`src/rtl/systolic_pkg.sv`:
```
// Shared types, default dimensions and tile-length helper for the systolic array controller.
package systolic_pkg;

  localparam int unsigned N_DEF     = 4;
  localparam int unsigned K_MAX_DEF = 7;
  localparam int unsigned ACC_W     = 18;
  localparam int unsigned A_W       = 8;
  localparam int unsigned B_W       = 8;

  typedef enum logic [1:0] {
    IDLE  = 2'd0,
    CLEAR = 2'd1,
    RUN   = 2'd2,
    DONE  = 2'd3
  } ctrl_state_t;

  // RUN length: last operand enters lane N-1 at k_len-1+(N-1) and crosses N-1 more hops.
  function automatic int unsigned tile_cycles(input int unsigned k_len, input int unsigned n);
    return k_len + 2 * n - 2;
  endfunction

endpackage

```
`src/rtl/systolic_ctrl_skew.sv`:
```
// Combinational skewed lane schedule: lane i is live for t in [i, k_len+i) and reads K index t-i.
module skew_lane_gen #(
  parameter int unsigned N   = 4,
  parameter int unsigned K_W = 3,
  parameter int unsigned T_W = 4
) (
  input  logic [T_W-1:0]   t,
  input  logic [K_W-1:0]   k_len,
  output logic [N-1:0]     lane_en,
  output logic [N*K_W-1:0] lane_k
);

  always_comb begin
    lane_en = '0;
    lane_k  = '0;
    for (int unsigned i = 0; i < N; i++) begin
      if ((32'(t) >= i) && (32'(t) < 32'(k_len) + i)) begin
        lane_en[i]          = 1'b1;
        lane_k[i*K_W +: K_W] = K_W'(32'(t) - i);
      end
    end
  end

endmodule

```
`src/rtl/systolic_ctrl.sv`:
```
// Tile sequencer for an N x N output-stationary systolic array: clear, skewed feed, drain, done.
module systolic_ctrl
  import systolic_pkg::*;
#(
  parameter int unsigned N     = N_DEF,
  parameter int unsigned K_MAX = K_MAX_DEF,
  parameter int unsigned K_W   = $clog2(K_MAX + 1),
  parameter int unsigned T_W   = $clog2(K_MAX + 2 * N)
) (
  input  logic             clk,
  input  logic             rst,
  input  logic             start,
  input  logic [K_W-1:0]   k_len,
  input  logic             abort,
  output logic             pe_clr,
  output logic [N-1:0]     lane_en,
  output logic [N*K_W-1:0] lane_k,
  output logic             busy,
  output logic             done,
  output logic             err
);

  ctrl_state_t      state, state_nxt;
  logic [T_W-1:0]   t, t_nxt, last_t;
  logic [K_W-1:0]   k_lat, k_nxt;
  logic             clr_nxt, done_nxt, err_nxt, run_nxt;
  logic [N-1:0]     en_c;
  logic [N*K_W-1:0] lk_c;

  assign last_t  = T_W'(tile_cycles(32'(k_lat), N) - 32'd1);
  assign run_nxt = (state_nxt == RUN);

  // Schedule is evaluated for the upcoming cycle so the registered lanes line up with t.
  skew_lane_gen #(
    .N   (N),
    .K_W (K_W),
    .T_W (T_W)
  ) u_skew (
    .t       (t_nxt),
    .k_len   (k_nxt),
    .lane_en (en_c),
    .lane_k  (lk_c)
  );

  always_comb begin
    state_nxt = state;
    t_nxt     = t;
    k_nxt     = k_lat;
    clr_nxt   = 1'b0;
    done_nxt  = 1'b0;
    err_nxt   = 1'b0;
    case (state)
      IDLE: begin
        if (start) begin
          if ((k_len != '0) && (32'(k_len) <= K_MAX)) begin
            state_nxt = CLEAR;
            k_nxt     = k_len;
            t_nxt     = '0;
            clr_nxt   = 1'b1;
          end else begin
            err_nxt = 1'b1;
          end
        end
      end
      CLEAR: begin
        t_nxt = '0;
        if (abort) begin
          state_nxt = IDLE;
          clr_nxt   = 1'b1;
        end else begin
          state_nxt = RUN;
        end
      end
      RUN: begin
        // Abort scrubs the accumulators on the way back to IDLE.
        if (abort) begin
          state_nxt = IDLE;
          t_nxt     = '0;
          clr_nxt   = 1'b1;
        end else if (t == last_t) begin
          state_nxt = DONE;
          t_nxt     = '0;
          done_nxt  = 1'b1;
        end else begin
          t_nxt = t + T_W'(1);
        end
      end
      DONE: begin
        state_nxt = IDLE;
      end
      default: begin
        state_nxt = IDLE;
        t_nxt     = '0;
      end
    endcase
  end

  always_ff @(posedge clk or posedge rst) begin
    if (rst) begin
      state   <= IDLE;
      t       <= '0;
      k_lat   <= '0;
      pe_clr  <= 1'b0;
      lane_en <= '0;
      lane_k  <= '0;
      busy    <= 1'b0;
      done    <= 1'b0;
      err     <= 1'b0;
    end else begin
      state   <= state_nxt;
      t       <= t_nxt;
      k_lat   <= k_nxt;
      pe_clr  <= clr_nxt;
      lane_en <= run_nxt ? en_c : '0;
      lane_k  <= run_nxt ? lk_c : '0;
      busy    <= (state_nxt != IDLE);
      done    <= done_nxt;
      err     <= err_nxt;
    end
  end

endmodule
```
`config.mk`:
```
export PLATFORM = sky130hd
export DESIGN_NAME = systolic_ctrl
export DESIGN_NICKNAME = d
export VERILOG_FILES = /design/src/rtl/systolic_pkg.sv /design/src/rtl/systolic_ctrl_skew.sv /design/src/rtl/systolic_ctrl.sv
export SDC_FILE = /design/constraint.sdc
export NUM_CORES = 1
export LEC_CHECK = 0
export BUFFER_PORTS_ARGS = -buffer_cell sky130_fd_sc_hd__buf_2
export CAP_MARGIN = 20
export CORE_UTILIZATION = 35
export DETAILED_ROUTE_END_ITERATION = 8
export PLACE_DENSITY = 0.64
export SLEW_MARGIN = 0
export SYNTH_ARGS = -nofsm -noshare
export SYNTH_HDL_FRONTEND = slang
export SYNTH_HIERARCHICAL = 1
export SYNTH_SLANG_ARGS = --single-unit
```
`constraint.sdc`:
```
create_clock -name clk -period 3.1 [get_ports clk]
set_input_delay 0.62 -clock clk [delete_from_list [all_inputs] [get_ports clk]]
set_output_delay 0.62 -clock clk [all_outputs]
set_load 0.01 [all_outputs]
```
Word-level counts from Yosys, hierarchy flattened --
Index checks and enable logic that the tools add are counted. Widths: inputs -> output; s select.
Word-level totals: latch bits 0, flip-flop bits (word level) 29, memory bits (read-only) 0, input port bits 7, logic and storage cells 72, bits in writable memories 0, memories 0
Operators by class: reductions and logical operators 7, add/sub/neg operators 10, shifts and indexed selects 0, muxes and demuxes 34, equal/unequal tests 5, div/mod/pow operators 0, order comparisons 7, bitwise logic cells 0, multipliers 0
Operator list (number):
- $mux 3 | 7
- $mux 4 | 5
- $mux 1 | 13
- $lt 4x4->1 | 3
- $mux 12 | 1
- $pmux 4 s3 | 1
- $mux 2 | 5
- $add 3x2->4 const B | 2
- $ge 4x2->1 const B | 2
- $pmux 2 s4 | 1
- $sub 4x2->4 const B | 2
- $eq 2x2->1 const B | 3
- $sub 3x2->3 const B | 2
- $add 3x1->4 const B | 1
- $add 3x4->4 const B | 1
- $add 4x1->4 const B | 1
- $eq 4x4->1 | 1
- $ge 4x1->1 const B | 1
- $lt 4x3->1 | 1
- $logic_and 1x1->1 | 3
- $reduce_bool 3->1 | 1
- $sub 3x1->3 const B | 1
- $eq 2x1->1 const B | 1
- $logic_not 2->1 | 1
- 3 further kinds | 3

Logic depth before layout (Yosys ltp) --
word-level depth 11, gate-level depth with buffers 13

Modules after synthesis --
Netlist, hierarchy kept.
Modules (own cells, without submodules):
- systolic_ctrl | times used 1, sequential area each 725.7 um^2, area an instance 1272.5 um^2, cells an instance 109
- skew_lane_gen | times used 1, sequential area each 0.0 um^2, area an instance 534.3 um^2, cells an instance 68

Worst setup path after synthesis --
Ideal clock, no wire load.
path type register -> register, start point reg k_lat[0], end point reg lane_k[1], path slack 37 ps, path buffers 0, data arrival time 2999 ps, clock period less this slack 3063 ps, stages on the path, launching flop included 10, path through dfrtp_1 > ha_1 > xnor2_1 > o211ai_1 > a22oi_1 > o21ai_0 > ha_1 > a2111o_1 > a21oi_1 > and2_2
Between the ends: cells in the longest elaborated chain, start to end 10, elaborated cells between the ends (all ways) 17
Ends and longest elaborated chain:
- from (decl) | line systolic_ctrl.sv:25 | logic [K_W-1:0] k_lat, k_nxt;
- from (signal assigned) | line systolic_ctrl.sv:112 | k_lat <= k_nxt;
- $add 3x4->4 (*) | line systolic_pkg.sv:19 | return k_len + 2 * n - 2;
- $sub 4x2->4 (*) | line systolic_pkg.sv:19
- $sub 4x2->4 (*) | line systolic_ctrl.sv:30 | assign last_t = T_W'(tile_cycles(32'(k_lat), N) - 32'd1);
- $eq 4x4->1 (*) | line systolic_ctrl.sv:80 | end else if (t == last_t) begin
- $mux 4 (*) | line systolic_ctrl.sv:80
- $mux 4 (*) | line systolic_ctrl.sv:76 | if (abort) begin
- $pmux 4 s3 (*) | line systolic_ctrl.sv:52 | case (state)
- named net t_nxt[1] | line systolic_ctrl.sv:24 | logic [T_W-1:0] t, t_nxt, last_t;
- $lt 4x3->1 | line systolic_ctrl_skew.sv:17 | if ((32'(t) >= i) && (32'(t) < 32'(k_len) + i)) begin
- $mux 3 (*) | line systolic_ctrl_skew.sv:17
- named net lk_c[1] | line systolic_ctrl.sv:28 | logic [N*K_W-1:0] lk_c;
- $mux 12 (*) | line systolic_ctrl.sv:115 | lane_k <= run_nxt ? lk_c : '0;
- to (signal assigned) | line systolic_ctrl.sv:115
- to (decl) | line systolic_ctrl.sv:17 | output logic [N*K_W-1:0] lane_k,
Mark *: on every way through the listed nets, which the timed path passes. The rest lies on a longest branch.

Final worst setup path --
start point reg k_lat[1], end point reg lane_k[5]
Between the ends: cells in the longest elaborated chain, start to end 11, elaborated cells between the ends (all ways) 21
Ends and longest elaborated chain (line):
- $add 3x4->4 (*) | systolic_pkg.sv:19
- $sub 4x2->4 (*) | systolic_pkg.sv:19
- $sub 4x2->4 (*) | systolic_ctrl.sv:30
- $eq 4x4->1 (*) | systolic_ctrl.sv:80
- $mux 4 (*) | systolic_ctrl.sv:80
- $mux 4 (*) | systolic_ctrl.sv:76
- $pmux 4 s3 (*) | systolic_ctrl.sv:52
- named net t_nxt[2] | systolic_ctrl.sv:24
- $ge 4x1->1 / $lt 4x4->1 (equally long branches) | systolic_ctrl_skew.sv:17
- $logic_and 1x1->1 | systolic_ctrl_skew.sv:17
- $mux 3 (*) | systolic_ctrl_skew.sv:17
- named net lk_c[5] | systolic_ctrl.sv:28
- $mux 12 (*) | systolic_ctrl.sv:115
Marked as above.

==> reports/results.tsv <==
metric	value	unit
status	finished clean	
critical path startpoint category	register	
clock slew at reported path FFs	60	ps
RSZ-0062 raised after global routing	false	
cell taking the most area after synthesis	dfrtp_1	
Final WS setup	188.4	ps
dpl hpwl	2608	um
Hold WS	263.3	ps
synth cell count leaders	dfrtp_1, ha_1, and2_2	
GRT Total Usage	0.1370	
I/O Pins	27	
Setup TNS	0	ps
GR peak layer	met2	
FF+latch count, synth	29	
dominant synthesized flop cell	dfrtp_1	
crit-path max cell delay	410	ps
post-route insts no fill	289	
Routability Congestion	0.8906	
most common cell in the synthesized netlist	dfrtp_1	
Worst-Skew Late Latency	270	ps
worst slew pin tran	499.5	ps
Synth Instances	177	
Root Driver	clkbuf_8	
placeable core area	0.004848	mm^2
crit-path max FO	7	
f_max	343.4	MHz
vias	1382	
MaxCap Viol Count	0	
Initial Util	0.3726	
met2 usage	0.2273	
Crit. End Element	register	
global-route wire length before repair	5595	um
Design Power	0.001680	W
max-slew violations	0	
number of flops mapped to enable cells by yosys	0	
drt total wl	3264	um
dominant cells by area after synthesis	dfrtp_1, ha_1, and2_2	
Detailed Routing Iterations Pass 1	4	
Seq/Total Area, Yosys	0.4017	
Syn Nets	209	
synthesis-to-finish area growth	23.27	%
met1 Track Usage GR	0.1692	
share of cells above drive strength 1	0.3153	
P_leak	1.176	nW
DRC	0	
pre-CTS setup slack	70.08	ps
Hold Path Class	in -> async	
GR Overflow Total	0	
syn avg cell area	10.21	um^2
die area	0.005453	mm^2
number of port buffers	26	
Synthesis Warnings	6	
Starting DRT DRC Count	71	
Final nets	253	
Final min period	2912	ps
Power Density	754.1	mW/mm^2
worst path buffer plus inverter count	2	
family with the most delay on the worst path	compound AO/OA/AOI/OAI gates	
WS Path Type	reg -> reg	
pin count of the biggest net entering global routing	30	
mapped cell area	0.001807	mm^2
Max Root-Sink Buffers	2	
clk_skew	6.101	ps
critical path data required time	3270	ps
DRT antenna net count	0	
critical path, cell by cell	ha_1 -> xnor2_1 -> o211ai_1 -> a22oi_2 -> buf_4 -> nor3b_1 -> a21o_2 -> buf_4 -> ha_1 -> o211ai_1 -> nor2_1 -> nor3_1 -> and2_2	
total CTS buffers	5	
Peak VDD IR	0.0002492	V
Yosys top cell area share	0.4017	
post-synth cell types	37	
asr flop ratio synth	1.000	
Chip Width	73.85	um
ANT cells	0	
final hold violations	0	
number of global-route vias before repair	1299	
Die Ht	73.85	um
fin crit share	0.9392	
antenna violations before repair	0	
final setup vio count	0	
Slew HR	0.6670	
Wirelength per Cell	11.29	um
met3 Usage GRT	0.03704	
Worst EP arrival	3080	ps
Via density	4.782	
Crit-path slowest cell	dfrtp_1	
H-tree levels	2	
CTS tree	built	
clock sink total	29	
cell count after placement	280	
Row Count	25	
[metal layers]
metal,wire length [um],part of all wire
met5,0,0
met4,36,0.011
met3,73,0.022
met2,1475,0.45
met1,1678,0.51
[layout make-up]
class                   instances  area (um^2)
clock buffers                   6        72.57
clock inverters                 2        10.01
fillers                       469         2621
inverters                      13        48.80
multi-input cells             132         1031
flip-flops and latches         29        725.7
well taps                      67        83.83
repair buffers                 40        255.2
[state kept, by name (all words and copies together), names as in the netlist]
register	cells
k_lat	3
lane_en	4
busy	1
lane_k	12
done	1
err	1
state	2
t	4
pe_clr	1
[layout by cell type (no fill, tap or decap), types with 2 or more instances in the layout]
master,instances
xor2_1,4
a21oi_1,11
xnor2_1,4
or3_1,2
clkinv_2,2
a21boi_1,2
nor2_1,11
o21ai_0,5
a22oi_2,2
dfrtp_1,29
nor3_1,12
nand2b_1,4
buf_2,26
buf_4,13
ha_1,24
nand2_1,8
a2111o_1,2
inv_1,13
clkbuf_8,5
o211ai_1,3
nand3_1,2
and2_1,2
a32o_1,3
and2_2,14
o41ai_2,2
nor3b_1,2
[where the power goes]
part	leakage (nW)	internal (W)	switching (W)	total [W]
clock network	0.0450	0.000155	0.000127	0.000282
logic	0.738	0.000386	0.000520	0.000906
registers	0.394	0.000441	0.0000503	0.000492
[what timing repair did]
action | in CTS | in global routing
endpoints found under the setup margin | 0 | 15
buffers inserted | 0 | 0
hold buffers | 0 | 0
resized for setup | 0 | 5
[path summary, 6_finish.rpt]
check	startpoint	end	slack [ps]	cells after the start
min	rst	lane_en[3]	260	2
max	k_lat[1]	lane_k[5]	190	13
min in group clk	start	err	630	3
max reg2reg	k_lat[1]	lane_k[5]	190	13
max in group asynchronous	rst	lane_k[2]	2440	3
min reg2reg	state[0]	state[0]	640	2
[cell families (layout without fill, tap and decap cells)]
family / after synthesis / after routing / synth area share
AOI/OAI and AO/OA: 40 / 40 / 0.1683
xor gates and xnor gates: 8 / 8 / 0.03878
adders and majority gates: 25 / 25 / 0.1731
buffers and inverters: 16 / 61 / 0.03809
DFF: 29 / 29 / 0.4017
and+or+nand+nor: 59 / 59 / 0.1801
[metrics by stage]
stage / area (um^2) / util
finish: 2227 / 0.4594
CTS: 2181 / 0.4498
global placement: 2098 / 0.4328
floorplan: 1807 / -
detailed placement: 2098 / 0.4328
global route: 2227 / 0.4594
(Power assumes the default switching activity.)
